**src/rtl/ps2_device_tx.sv**
```systemverilog
// PS/2 device-side transmitter: buffers scan-code bytes in a small FIFO and serialises each one
// as an 11-bit PS/2 frame, generating both ps2_clk and ps2_data from registers.
module ps2_device_tx #(
    parameter int unsigned CLK_DIV    = 4,
    parameter int unsigned FIFO_DEPTH = 8
) (
    input  logic       clk,
    input  logic       clrn,
    input  logic [7:0] wr_data,
    input  logic       wr_en,
    input  logic       inhibit,
    output logic       full,
    output logic       busy,
    output logic       overflow,
    output logic       ps2_clk,
    output logic       ps2_data
);

    localparam int unsigned AW = $clog2(FIFO_DEPTH);
    localparam int unsigned PW = AW + 1;
    localparam int unsigned CW = $clog2(2 * CLK_DIV);

    localparam logic [CW-1:0] HALF_LAST = CW'(CLK_DIV - 1);
    localparam logic [CW-1:0] GAP_LAST  = CW'(2 * CLK_DIV - 1);
    localparam logic [PW-1:0] DEPTH_P   = PW'(FIFO_DEPTH);
    localparam logic [3:0]    LAST_BIT  = 4'd10;
    localparam logic [3:0]    ABORT_MAX = 4'd9;

    typedef enum logic [1:0] {
        StIdle,
        StShift,
        StGap
    } state_t;

    state_t          state_q, state_d;
    logic [CW-1:0]   cnt_q, cnt_d;
    logic [3:0]      bit_q, bit_d;
    logic            low_q, low_d;
    logic [10:0]     shreg_q, shreg_d;
    logic [7:0]      hold_q, hold_d;
    logic            retry_q, retry_d;
    logic            clk_q, clk_d;

    logic [7:0]      mem [FIFO_DEPTH];
    logic [PW-1:0]   wptr_q, wptr_d;
    logic [PW-1:0]   rptr_q, rptr_d;
    logic [PW-1:0]   count_d;
    logic            full_q, full_d;
    logic            ovf_q, ovf_d;

    logic            empty;
    logic            wr_accept;
    logic            pop;
    logic [7:0]      head;

    // Frame bit i sits at position i; ps2_data is always shreg_q[0].
    function automatic logic [10:0] make_frame(input logic [7:0] b);
        return {1'b1, ~^b, b, 1'b0};
    endfunction

    assign empty     = (wptr_q == rptr_q);
    assign wr_accept = wr_en && !full_q;
    assign pop       = (state_q == StIdle) && !empty && !inhibit;
    assign head      = mem[rptr_q[AW-1:0]];

    // FIFO pointers, registered full flag and sticky overflow
    always_comb begin
        wptr_d  = wr_accept ? wptr_q + PW'(1) : wptr_q;
        rptr_d  = pop ? rptr_q + PW'(1) : rptr_q;
        count_d = wptr_d - rptr_d;
        full_d  = (count_d == DEPTH_P);
        ovf_d   = ovf_q || (wr_en && full_q);
    end

    always_ff @(posedge clk) begin
        if (wr_accept) begin
            mem[wptr_q[AW-1:0]] <= wr_data;
        end
    end

    always_comb begin
        state_d = state_q;
        cnt_d   = cnt_q;
        bit_d   = bit_q;
        low_d   = low_q;
        shreg_d = shreg_q;
        hold_d  = hold_q;
        retry_d = retry_q;
        clk_d   = clk_q;

        unique case (state_q)
            StIdle: begin
                clk_d   = 1'b1;
                shreg_d = '1;
                if (pop) begin
                    hold_d  = head;
                    shreg_d = make_frame(head);
                    cnt_d   = '0;
                    bit_d   = '0;
                    low_d   = 1'b0;
                    state_d = StShift;
                end
            end

            StShift: begin
                if (inhibit && (bit_q <= ABORT_MAX)) begin
                    // Host abort: release both lines and retry the held byte after the gap.
                    clk_d   = 1'b1;
                    shreg_d = '1;
                    retry_d = 1'b1;
                    cnt_d   = '0;
                    state_d = StGap;
                end else if (cnt_q == HALF_LAST) begin
                    cnt_d = '0;
                    if (!low_q) begin
                        low_d = 1'b1;
                        clk_d = 1'b0;
                    end else if (bit_q == LAST_BIT) begin
                        clk_d   = 1'b1;
                        shreg_d = '1;
                        state_d = StGap;
                    end else begin
                        low_d   = 1'b0;
                        clk_d   = 1'b1;
                        bit_d   = bit_q + 4'd1;
                        shreg_d = {1'b1, shreg_q[10:1]};
                    end
                end else begin
                    cnt_d = cnt_q + CW'(1);
                end
            end

            StGap: begin
                clk_d   = 1'b1;
                shreg_d = '1;
                if (inhibit) begin
                    cnt_d = '0;
                end else if (cnt_q == GAP_LAST) begin
                    cnt_d = '0;
                    if (retry_q) begin
                        retry_d = 1'b0;
                        shreg_d = make_frame(hold_q);
                        bit_d   = '0;
                        low_d   = 1'b0;
                        state_d = StShift;
                    end else begin
                        state_d = StIdle;
                    end
                end else begin
                    cnt_d = cnt_q + CW'(1);
                end
            end

            default: begin
                clk_d   = 1'b1;
                shreg_d = '1;
                state_d = StIdle;
            end
        endcase
    end

    always_ff @(posedge clk or negedge clrn) begin
        if (!clrn) begin
            state_q <= StIdle;
            cnt_q   <= '0;
            bit_q   <= '0;
            low_q   <= 1'b0;
            shreg_q <= '1;
            hold_q  <= '0;
            retry_q <= 1'b0;
            clk_q   <= 1'b1;
            wptr_q  <= '0;
            rptr_q  <= '0;
            full_q  <= 1'b0;
            ovf_q   <= 1'b0;
        end else begin
            state_q <= state_d;
            cnt_q   <= cnt_d;
            bit_q   <= bit_d;
            low_q   <= low_d;
            shreg_q <= shreg_d;
            hold_q  <= hold_d;
            retry_q <= retry_d;
            clk_q   <= clk_d;
            wptr_q  <= wptr_d;
            rptr_q  <= rptr_d;
            full_q  <= full_d;
            ovf_q   <= ovf_d;
        end
    end

    assign ps2_clk  = clk_q;
    assign ps2_data = shreg_q[0];
    assign full     = full_q;
    assign overflow = ovf_q;
    assign busy     = (state_q != StIdle) || !empty;

endmodule
```
**config.mk**
```make
export PLATFORM = sky130hd
export DESIGN_NAME = ps2_device_tx
export DESIGN_NICKNAME = d
export VERILOG_FILES = /design/src/rtl/ps2_device_tx.sv
export SDC_FILE = /design/constraint.sdc
export NUM_CORES = 1
export LEC_CHECK = 0
export ABC_AREA = 0
export CAP_MARGIN = 20
export CORE_MARGIN = 2
export CORE_UTILIZATION = 40
export DETAILED_ROUTE_END_ITERATION = 8
export PLACE_DENSITY = 0.59
export SETUP_SLACK_MARGIN = 0.15
export SLEW_MARGIN = 20
export SYNTH_ARGS = -nofsm -noshare
export SYNTH_HDL_FRONTEND = slang
export SYNTH_SLANG_ARGS = --single-unit
```
**constraint.sdc**
```tcl
create_clock -name clk -period 3.25 [get_ports clk]
set_input_delay 0.65 -clock clk [delete_from_list [all_inputs] [get_ports clk]]
set_output_delay 0.65 -clock clk [all_outputs]
set_load 0.005 [all_outputs]
```
* Word-level counts from Yosys, hierarchy flattened
Memory sizes are Yosys's and may differ from the RTL's.
Index checks and enable logic that the tools add are counted.
** Storage, ports and cells
- Bits in registers :: 41
- Memory bits (writable) :: 64
- Bits of input ports :: 12
- Output and inout port bits :: 5
- Memories :: 1
** Operators by class
- Add/sub/neg operators :: 5
- Magnitude comparators :: 1
- Equal/unequal tests :: 19
- Multiplexer cells :: 54
- Reductions and logical operators :: 23
** Memories
- mem :: depth 8, bits a word 8, read ports 1, clocked after Yosys merged registers in 0, wr ports 1, line 44 : logic [7:0] mem [FIFO_DEPTH];
** Operator list (number)
- two-way mux 10 bit :: 5
- two-way mux 4 bit :: 10
- two-way mux 11 bit :: 3
- case mux 11 bit (3 select lines) :: 1
- two-way mux 1 bit :: 18
- != test 2 bit (second input constant) :: 9
- XNOR reduction 8 bit :: 2
- two-way mux 3 bit :: 5
- two-way mux 2 bit :: 7
- adder 4 x 1 -> 4 bit (second input constant) :: 3
- case mux 4 bit (3 select lines) :: 1
- != test 3 bit (second input constant) :: 3
- case mux 3 bit (3 select lines) :: 1
- AND reduction 9 bit :: 1
- == test 4 bit (second input constant) :: 2
- AND reduction 7 bit :: 1
- case mux 2 bit (3 select lines) :: 1
- AND reduction 2 bit :: 3
- AND reduction 6 bit :: 1
- logical AND 1 bit :: 5
- == test 4 bit :: 1
- less-or-equal comparator 4 bit (second input constant) :: 1
- AND reduction 4 bit :: 1
- nonzero test 2 bit :: 2
- other kinds (12) :: 15

* Logic depth before layout (Yosys ltp)
Gate-level depths: netlist (run 1).
- Depth after elaboration :: 7
- Mapped depth :: 12

* Least setup slack after synthesis (run 1)
OpenSTA, ideal clock, no wires.
- Kind :: reg-to-reg
- From :: register wptr_q[0]
- To :: register full_q, in the netlist full
- Setup time :: 67 ps
- Arrival time :: 2807 ps
- Required time :: 3183 ps
- Setup slack :: 376 ps
- Cell stages (with the launch flop) :: 12
- Path buffers :: 2
- Cell sequence :: dfrtp_1 clkbuf_1 xor2_1 nor4_4 nor3_4 buf_2 mux2i_1 ha_1 a21o_1 or3b_2 nand3_1 o2111a_1
** Between the ends
- Word-level cells in the longest chain between the ends :: 7
** RTL lines
- start: declaration :: line 45 : logic [PW-1:0] wptr_q, wptr_d;
- start signal: assignment :: line 185 : wptr_q <= wptr_d;
- parallel branches: the longest is 5 deep, another holds adder 4 x 1 -> 4 bit
- subtractor 4 bit * :: line 70 : count_d = wptr_d - rptr_d;
- == test 4 bit * :: line 71 : full_d = (count_d == DEPTH_P);
- named net full_d :: line 48 : logic full_q, full_d;
- end signal: assignment :: line 187 : full_q <= full_d;
- end: declaration :: line 48
Mark *: on every way through the listed nets, which the timed path passes.
A chain may end at the register's enable or synchronous reset.

* Worst setup path in the final report (run 1)
- From :: register wptr_q[1]
- To :: output busy
** Between the ends
- Word-level cells in the longest chain between the ends :: 3
** RTL lines
- == test 4 bit :: line 61 : assign empty = (wptr_q == rptr_q);
- zero test 1 bit :: line 196 : assign busy = (state_q != StIdle) || !empty;
- logical OR 1 bit :: line 196
- end: declaration :: line 13 : output logic busy,
No other way between the ends.

==> impl_metrics.yaml, run 1 <==
outcome:
  status: "finished clean"
setup_path:
  critical_path.startpoint: "wptr_q[1]"
  crit_end: "busy"
  reg2reg_from: "wptr_q[0]"
  cp-start-kind: "flop"
  cp.arrival_ns: 2.16
  timing.rr.end: "full"
  reg2reg_slack_ns: 0.54
  criticalPathCategory: "reg -> out"
  crit_required_ns: 2.60
  reg2reg_depth: 9
  end_kind: "output port"
  cp_max_fo: 8
placement:
  gp_congestion: 0.778
  pre_cts_slack_ns: 0.270
  numPortBuffers: 16
  place_area_sq_um: 5390
  hpwl_mm: 6.33
floorplan:
  fp.coreArea_sq_um: 12100
  die_y_um: 115
  io_pins: 17
  die_area_sq_um: 13300
  num_rows: 40
  start_util_pct: 41.2
  fp.dieW_um: 115
synth:
  syn_nets: 398
  synth_top_area_cell: "edfxtp_1"
  synth_seq_cells: 104
  netlist_area_sq_um: 4970
  synth_enable_flop_cells: 64
  yosys_warnings: 0
  yosys.cell_types.count: 49
  ys_async_sr_fraction_pct: 38.5
  yosys-top-cells-area: "edfxtp_1 39%, dfrtp_1 15%, dfstp_2 5.8%"
  yosysMostFrequentCell: "edfxtp_1"
  synth_top_area_share_pct: 38.7
  yosysSeqAreaShare_pct: 59.1
  postSynthCellCount: 369
  avgSynthCellArea_sq_um: 13.5
  ys.flop_type: "edfxtp_1"
  ys_top_cells_by_count: "64 x edfxtp_1, 42 x nand2_1, 30 x nor2_1, 29 x dfrtp_1"
clock_network:
  postCtsSetupBuffers: 0
  hold_buffers: 0
  cts_tree: "yes"
  cts_max_path_buffers: 2
  numCtsBuffers: 9
  cts_resized: 0
  clock_latency_ns: 0.34
  h-tree-depth: 3
  root_buffer: "clkbuf_16"
  cts.sinks: 104
  clkTransAtPathRegs_ns: 0.07
grt:
  grt_pass1_vias: 2994
  grt_first_pass_wirelength_mm: 15.6
  antenna_found_initial: 0
  grt-ovfl-total: 0
  grt.total_usage_pct: 15.5
  grt_max_degree: 41
detailed_routing:
  drc: 0
  vias: 2878
  drt_first_pass_iters: 4
  post_drt_wl_per_cell_um: 16.3
  vias_per_cell: 5.05
  drt_iter0_markers: 135
  drt_wl_total_mm: 9.28
  postRouteAntennaNets: 0
power_and_ir_drop:
  pwr-share-clk_pct: 19.0
  power_density_nw_per_um2: 947
  p_sw_share_pct: 36.4
  power.total_uw: 5370
  vdd_drop_max_mv: 0.383
  power_leakage_uw: 0.00210
  pwr-share-comb_pct: 44.9
  sequentialPowerShare_pct: 36.1
  p_switching_uw: 1960
  p_int_uw: 3410
final_layout:
  fin_area_sq_um: 5670
  area_growth_pct: 14.0
  diodes: 0
  num-fill-cells: 1117
  layout-drive-gt1-share_pct: 16.7
  fin_nets: 426
sta:
  maxSlewViolCount: 0
  skew_ns: 0.00789
  timing.fmax_mhz: 356
  slew_headroom_pct: 39.0
  setup_viol: 0
  fin_crit_sh_pct: 86.5
  rsz0062_at_grt: "false"
  finalCriticalPeriod_ns: 2.81
  whs_ns: 0.443
  worstMarginPinSlew_ns: 0.915
  fin_ws_ns: 0.439
  hold_viol_final: 0
  fin_setup_tns_ns: 0
job:
  cap_violations: 0
worst_hold_path:
  min_path_type: "in -> async"
[sequential cells by signal, indices dropped and copies added, names as in the netlist]
| signal | cells |
|---|---|
| retry_q | 1 |
| wptr_q | 4 |
| state_q | 2 |
| full | 1 |
| hold_q | 8 |
| rptr_q | 4 |
| low_q | 1 |
| shreg_q | 10 |
| overflow | 1 |
| bit_q | 4 |
| ps2_clk | 1 |
| cnt_q | 3 |
| mem | 64 |
[power groups by stage]
| stage | sequential (uW) | clock [uW] | combinational (uW) |
|---|---|---|---|
| detailed placement | 1970 | 0 | 2450 |
| CTS | 1940 | 1050 | 2460 |
| global placement | 1950 | 0 | 2410 |
| floorplan | 1890 | 0 | 1940 |
| global route | 1980 | 1110 | 2710 |
| finish | 1940 | 1020 | 2410 |
[kinds of logic (layout without fill, tap and decap cells)]
kind of cell    count (synthesis)  in the layout  synth area share [%]
mux                            27             27                  10.5
compound gates                 62             62                  8.78
xor+xnor                       26             26                  4.73
fa+ha+maj                      17             17                  4.28
simple gates                  100            100                  9.56
buf+inv                        33             66                  3.07
flops                         104            104                  59.1
[critical path, stage by stage (launching register included)]
cell             delay, ns
dfrtp_1               0.50
xor2_1                0.23
nor4_4                0.38
buf_4                 0.19
nand2_1               0.06
clkdlybuf4s50_1       0.45
[stage by stage]
step / std cells / utilization, %
floorplan: 369 / -
global placement: 554 / 44.7
detailed placement: 554 / 44.7
CTS: 570 / 47.0
global route: 570 / 47.0
finish: 570 / 47.0
[per-layer routing]
layer	vias to the layer above	wire length [um]	track usage, %	share of wire (%)
li1	1413	-	-	-
met1	1426	4370	20.3	47
met2	30	4550	25.3	49
met3	9	240	4.18	2.6
met4	0	118	4.82	1.3
met5	-	0	0	0
[cell type report]
type | instances | area (sq um) | area share (%)
timing repair buffer | 33 | 283 | 4.99
sequential | 104 | 2940 | 51.8
multi-input combinational | 232 | 1900 | 33.5
tap | 168 | 210 | 3.71
clock buffer | 11 | 233 | 4.11
clock inverter | 5 | 45.0 | 0.795
inverter | 17 | 63.8 | 1.13
[how the worst min path moves through the flow]
stage / slack [ns] / to / start
final: 0.44 / hold_q[3] / clrn
after CTS: 0.47 / hold_q[5] / clrn
after detailed placement: 0.45 / overflow / overflow
after floorplan: 0.35 / bit_q[0] / clrn
after global placement: 0.44 / overflow / overflow
after global routing: 0.49 / overflow / overflow
[cell usage in the layout (no fill, tap or decap), types with 3 or more instances in the layout]
master            n
nand3_1           5
xnor2_1          16
nand2_1          42
nor4_2            3
nor3_1            3
ha_1             17
clkdlybuf4s50_1  15
buf_4            17
clkbuf_16         9
nor2_1           30
edfxtp_1         64
inv_1            17
a2111oi_0         8
o21ai_0          14
dfrtp_1          29
nand4_1           4
mux4_1            5
xor2_1            9
a21oi_1           4
o21a_1           17
a21o_1            6
nand3b_1          3
dfstp_2          11
mux2i_1           6
mux4_2           11
inv_6             3
No activity file was read; power rests on OpenSTA's default activity.
==> run 2: changes to the inputs <==
Settings changed: ABC_CLOCK_PERIOD_IN_PS set to 3250, CTS_BUF_LIST set to sky130_fd_sc_hd__clkbuf_4 sky130_fd_sc_hd__clkbuf_8.
==> impl_metrics.yaml, run 2 (same netlist as run 1, synthesis figures left out) <==
detailed_routing:
  top_layer: "met4"
  wl_met2_mm: 4.56
  drc: 0
  drt_first_pass_iters: 5
  vias_per_cell: 5.08
  postRouteAntennaNets: 0
  vias: 2893
  drt_iter0_markers: 143
  met1Wirelength_mm: 4.36
  route.met3.wl_um: 275
  drt_wl_total_mm: 9.35
  post_drt_wl_per_cell_um: 16.4
sta:
  slew_headroom_pct: 39.6
  timing.fmax_mhz: 351
  maxSlewViolCount: 0
  fin_crit_sh_pct: 87.8
  skew_ns: 0.00929
  setup_viol: 0
  fin_setup_tns_ns: 0
  worstMarginPinSlew_ns: 0.906
  hold_viol_final: 0
  rsz0062_at_grt: "false"
  finalCriticalPeriod_ns: 2.85
setup_path:
  crit_end: "busy"
  cp.arrival_ns: 2.20
  timing.rr.end: "full"
  critical_path.startpoint: "wptr_q[1]"
  criticalPathCategory: "reg -> out"
  cp-start-kind: "flop"
  cp_max_fo: 8
  reg2reg_slack_ns: 0.53
  reg2reg_depth: 9
  crit_required_ns: 2.60
  end_kind: "output port"
  reg2reg_from: "wptr_q[0]"
clock_network:
  clock_latency_ns: 0.37
  cts_max_path_buffers: 2
  cts_tree: "yes"
  cts.sinks: 104
  postCtsSetupBuffers: 0
  root_buffer: "clkbuf_8"
  hold_buffers: 0
  numCtsBuffers: 9
  h-tree-depth: 3
  clkTransAtPathRegs_ns: 0.10
  cts_resized: 0
job:
  cap_violations: 0
floorplan:
  die_area_sq_um: 13300
  io_pins: 17
  num_rows: 40
  die_y_um: 115
  start_util_pct: 41.2
  fp.dieW_um: 115
  fp.coreArea_sq_um: 12100
final_layout:
  area_growth_pct: 12.1
  final_cell_mix: "64 x edfxtp_1, 42 x nand2_1, 30 x nor2_1"
  final_common_cell: "edfxtp_1"
  layout-drive-gt1-share_pct: 17.2
  fin_util_pct: 46.2
  diodes: 0
  fin_nets: 426
  largest_register_ffs: 64
  num-fill-cells: 1126
grt:
  grt-ovfl-total: 0
  grt_first_pass_wirelength_mm: 15.6
  grt.total_usage_pct: 15.5
  grt_pass1_vias: 2980
  antenna_found_initial: 0
  grt_max_degree: 41
worst_hold_path:
  min_path_type: "in -> async"
placement:
  hpwl_mm: 6.33
  numPortBuffers: 16
  gp_congestion: 0.778
power_and_ir_drop:
  power_density_nw_per_um2: 918
  vdd_drop_max_mv: 0.328
  power_leakage_uw: 0.00206
outcome:
  status: "finished clean"
-- run 2: metal layers --
layer / vias up / global-route usage, %
li1: 1406 / -
met1: 1448 / 20.4
met2: 29 / 25.2
met5: - / 0
met4: 0 / 4.58
met3: 10 / 4.34
-- run 2: power breakdown --
part	switching, uW	internal (uW)	total (uW)
clock network	458	310	768
registers	186	1750	1940
logic	1290	1120	2410
total	1930	3180	5120
-- run 2: how the worst min path moves through the flow --
stage | slack (ns) | depth (start not counted) | start | end
after floorplan | 0.35 | 0 | clrn | bit_q[0]
after global placement | 0.44 | 1 | overflow | overflow
after detailed placement | 0.45 | 1 | overflow | overflow
after CTS | 0.42 | 1 | clrn | hold_q[5]
after global routing | 0.47 | 1 | clrn | hold_q[5]
final | 0.40 | 1 | clrn | hold_q[0]
-- run 2: layout make-up --
cell class | instances | area (sq um) | area share [%]
multi-input cells | 232 | 1900 | 34.0
flip-flops and latches | 104 | 2940 | 52.7
repair buffers | 33 | 283 | 5.07
clock inverters | 5 | 45.0 | 0.808
clock buffers | 11 | 139 | 2.49
well taps | 168 | 210 | 3.77
inverters | 17 | 63.8 | 1.15
-- run 2: stage by stage --
step	worst slack [ns]	power [uW]	hold WS, ns	cells	area, sq um
6_report	0.398	5120	0.403	570	5570
3_5_place_dp	0.270	4420	0.447	554	5390
3_3_place_gp	0.341	4360	0.443	554	5390
4_1_cts	0.359	5190	0.425	570	5570
2_1_floorplan	0.376	3840	0.354	369	4970
5_1_grt	0.220	5540	0.465	570	5570
-- run 2: critical path, cell delays in order, from the launching register on --
cell and delay [ns]:
dfrtp_1 0.51, xor2_1 0.23, nor4_4 0.38, buf_4 0.19, nand2_1 0.06, clkdlybuf4s50_1 0.45
==> patch 1: new RTL, flow settings as in run 2 <==
Set the parameter `FIFO_DEPTH` to 16 (it was 8).
--- a/src/rtl/ps2_device_tx.sv
+++ b/src/rtl/ps2_device_tx.sv
@@ -2,7 +2,7 @@
 // as an 11-bit PS/2 frame, generating both ps2_clk and ps2_data from registers.
 module ps2_device_tx #(
     parameter int unsigned CLK_DIV    = 4,
-    parameter int unsigned FIFO_DEPTH = 8
+    parameter int unsigned FIFO_DEPTH = 16
 ) (
     input  logic       clk,
     input  logic       clrn,
Function: changed (Yosys sat finds a counterexample within 10 cycles, from zero or initial values).
==> patch 1 against run 2 <==
Sequential cell count increased by 66; worst setup slack improved by 0.023 ns; fmax up 0.81%; wire length up 63%; final area is 53% higher; synthesized cell count is 35% higher; power rose by 54%; area after synthesis grew 52%; largest power group unchanged.
==> patch 1: results <==
set metrics [dict create \
    synthesis.nets 532 \
    first_global_vias 4388 \
    powerClk_w 0.00152 \
    synth-compound-area-share_pct 5.84 \
    m1WireLength_um 7060 \
    wl_met2_um 7440 \
    dp_hpwl_um 9810 \
    clk_latency_ns 0.46 \
    slew_headroom_pct 54.1 \
    netSwitchingPower_w 0.00290 \
    max_stage_delay_ns 0.58 \
    r2r_slack_ns 0.42 \
    grt_pass1_wl_um 24300 \
    first_pass_iters 4 \
    min_period_ns 2.83 \
    async_reset_ff_share_pct 24.7 \
    n_fill_cell 1643 \
    grtUsageTotal_pct 16.3 \
    viasPerCell 5.32 \
    peakVddDrop_mv 0.435 \
    p_leak_nw 3.02 \
    dp.cells 751 \
    skew_ns 0.0171 \
    grtUsageMet3_pct 3.54 \
    cts_buffers 17 \
    synth_fa_ha_area_share_pct 3.47 \
    gp_routability_congestion 0.825 \
    place_area_um2 8100 \
    status "finished clean" \
    synth.top_cells.by_count "128 x edfxtp_1, 49 x nor2_1, 32 x mux4_2" \
    startpoint "wptr_q[3]" \
    synthDistinctLibCells 44 \
    largest_reg_flops 128 \
    register_area_um2 4910 \
    grt_max_degree 43 \
    wl_met3_um 495 \
    comb_power_share_pct 42.7 \
    r2r_cells 13 \
    crit_family "simple AND/OR/NAND/NOR gates" \
]
[patch 1: changes by cell type after synthesis, sizes merged, moves of 7 or more]
cell | before | now
a21oi | 4 | 11
o21a | 17 | 9
edfxtp | 64 | 128
mux4 | 16 | 32
a2111oi | 8 | 0
o2111ai | 1 | 9
nor2 | 30 | 49
mux2i | 10 | 17
nand2 | 42 | 23
[patch 1: worst min path at each step]
stage                           end  slack (ns)      from  cells after the start
after floorplan            bit_q[0]        0.35      clrn                      0
after global placement     overflow        0.44  overflow                      1
after global routing      wptr_q[3]        0.20      clrn                      1
final                     wptr_q[3]        0.17      clrn                      1
after detailed placement   overflow        0.44  overflow                      1
after CTS                 hold_q[4]        0.36      clrn                      1
[patch 1: cell type report]
class / instances / area share (%)
sequential: 170 / 57.5
multi-input combinational: 286 / 28.8
timing repair buffer: 42 / 4.42
tap: 234 / 3.43
clock buffer: 17 / 2.74
clock inverter: 15 / 2.15
inverter: 20 / 0.923
==> patch 2: new RTL, settings of run 2 <==
Made on the original files. Register the output `overflow` once more; this adds one clock of latency there. The other outputs are not delayed to match. Comments in the files are not updated.
--- a/src/rtl/ps2_device_tx.sv
+++ b/src/rtl/ps2_device_tx.sv
@@ -192,7 +192,9 @@
     assign ps2_clk  = clk_q;
     assign ps2_data = shreg_q[0];
     assign full     = full_q;
-    assign overflow = ovf_q;
+    always_ff @(posedge clk) begin
+        overflow <= ovf_q;
+    end
     assign busy     = (state_q != StIdle) || !empty;
 
 endmodule
Formal check against the unedited RTL: not equivalent (a bounded check fails within 10 cycles, from zero or initial values).
==> patch 2 against run 2 <==
Critical path depth is the same; power up 3.6%; sequential share of layout area fell by 0.33 points; sequential cell count rose by 1; wire length down 2.6%; worst setup slack gained 0.016 ns; final area grew 1.3%; area after synthesis grew 0.40%.
==> patch 2: results <==
set metrics [dict create \
    seq_area_frac_synth_pct 59.2 \
    yosys-top-cells-area "edfxtp_1 38%, dfrtp_1 15%, dfstp_2 5.8%, mux4_2 5.0%, ha_1 4.3%" \
    first_pass_iters 4 \
    post_cts_resized 0 \
    fin_nets 427 \
    hold_path.class "reg -> reg" \
    dp.cells 555 \
    grtUsageTotal_pct 14.9 \
    num_vias 2938 \
    cts_setup_buffers 0 \
    avgRoutedWirePerCell_um 15.9 \
    powerClk_w 0.000947 \
    place_area_um2 5410 \
    first_global_vias 2966 \
    clock_path_buffers 2 \
    worst_pin_slew_ns 0.933 \
    worstHoldStart "ovf_q" \
    crit_slowest_cell "dfrtp_1" \
    drtIter0Drc 99 \
    status "finished clean" \
    skew_ns 0.0115 \
    netSwitchingPower_w 0.00195 \
    htreeDepth 3 \
    peakVddDrop_mv 0.553 \
    synthesis.nets 399 \
    dp_hpwl_um 6240 \
    antenna_found_initial 0 \
    fin_cells 571 \
    gp_routability_congestion 0.788 \
    grt_pass1_wl_um 14900 \
    async_reset_ff_share_pct 38.1 \
    drive_gt1_share_pct 17.1 \
    synthDistinctLibCells 50 \
    pwr_density_cell_nw_per_um2 939 \
    p_leak_nw 2.09 \
    syn-instance-count 370 \
    place_ws_ns 0.297 \
]
patch 2: cell count changes after synthesis, sizes merged:
cell	change
dfxtp	+1
patch 2: final cells by class:
| class | instances | area (µm²) |
|---|---|---|
| clock inverter | 7 | 114 |
| fill | 1150 | 6460 |
| timing repair buffer | 33 | 283 |
| tap | 168 | 210 |
| inverter | 17 | 63.8 |
| clock buffer | 9 | 124 |
| multi-input combinational | 232 | 1900 |
| sequential | 105 | 2960 |
patch 2: kinds of logic after synthesis:
| logic type | share of synthesized area [%] |
|---|---|
| buffers and inverters | 3.06 |
| AOI/OAI and AO/OA | 8.75 |
| adders and majority gates | 4.26 |
| DFF | 59.2 |
| and+or+nand+nor | 9.52 |
| muxes | 10.5 |
| xor gates and xnor gates | 4.71 |
patch 2: worst reg2reg max path: stages (launching register included):
cell and delay (ns):
dfrtp_1 0.57, xor2_1 0.32, nor4_4 0.10, nor3_4 0.22, mux2i_1 0.27, ha_1 0.28
a21o_1 0.18, or3b_2 0.44, nand3_1 0.09, o2111a_1 0.19
patch 2: per-layer routing:
layer | global-route usage, % | up-vias | wire [µm]
met3 | 4.60 | 6 | 311
li1 | - | 1417 | -
met1 | 19.2 | 1473 | 4200
met2 | 24.8 | 42 | 4510
met5 | 0 | - | 0
met4 | 3.65 | 0 | 79
patch 2: path summary, 6_finish.rpt:
check | to | slack [ns] | cells past startpoint
max reg2reg | full | 0.54 | 9
min | overflow | 0.39 | 0
max | busy | 0.41 | 5
min reg2reg | overflow | 0.39 | 0
min in group asynchronous | hold_q[3] | 0.40 | 1
max in group asynchronous | bit_q[3] | 2.27 | 1
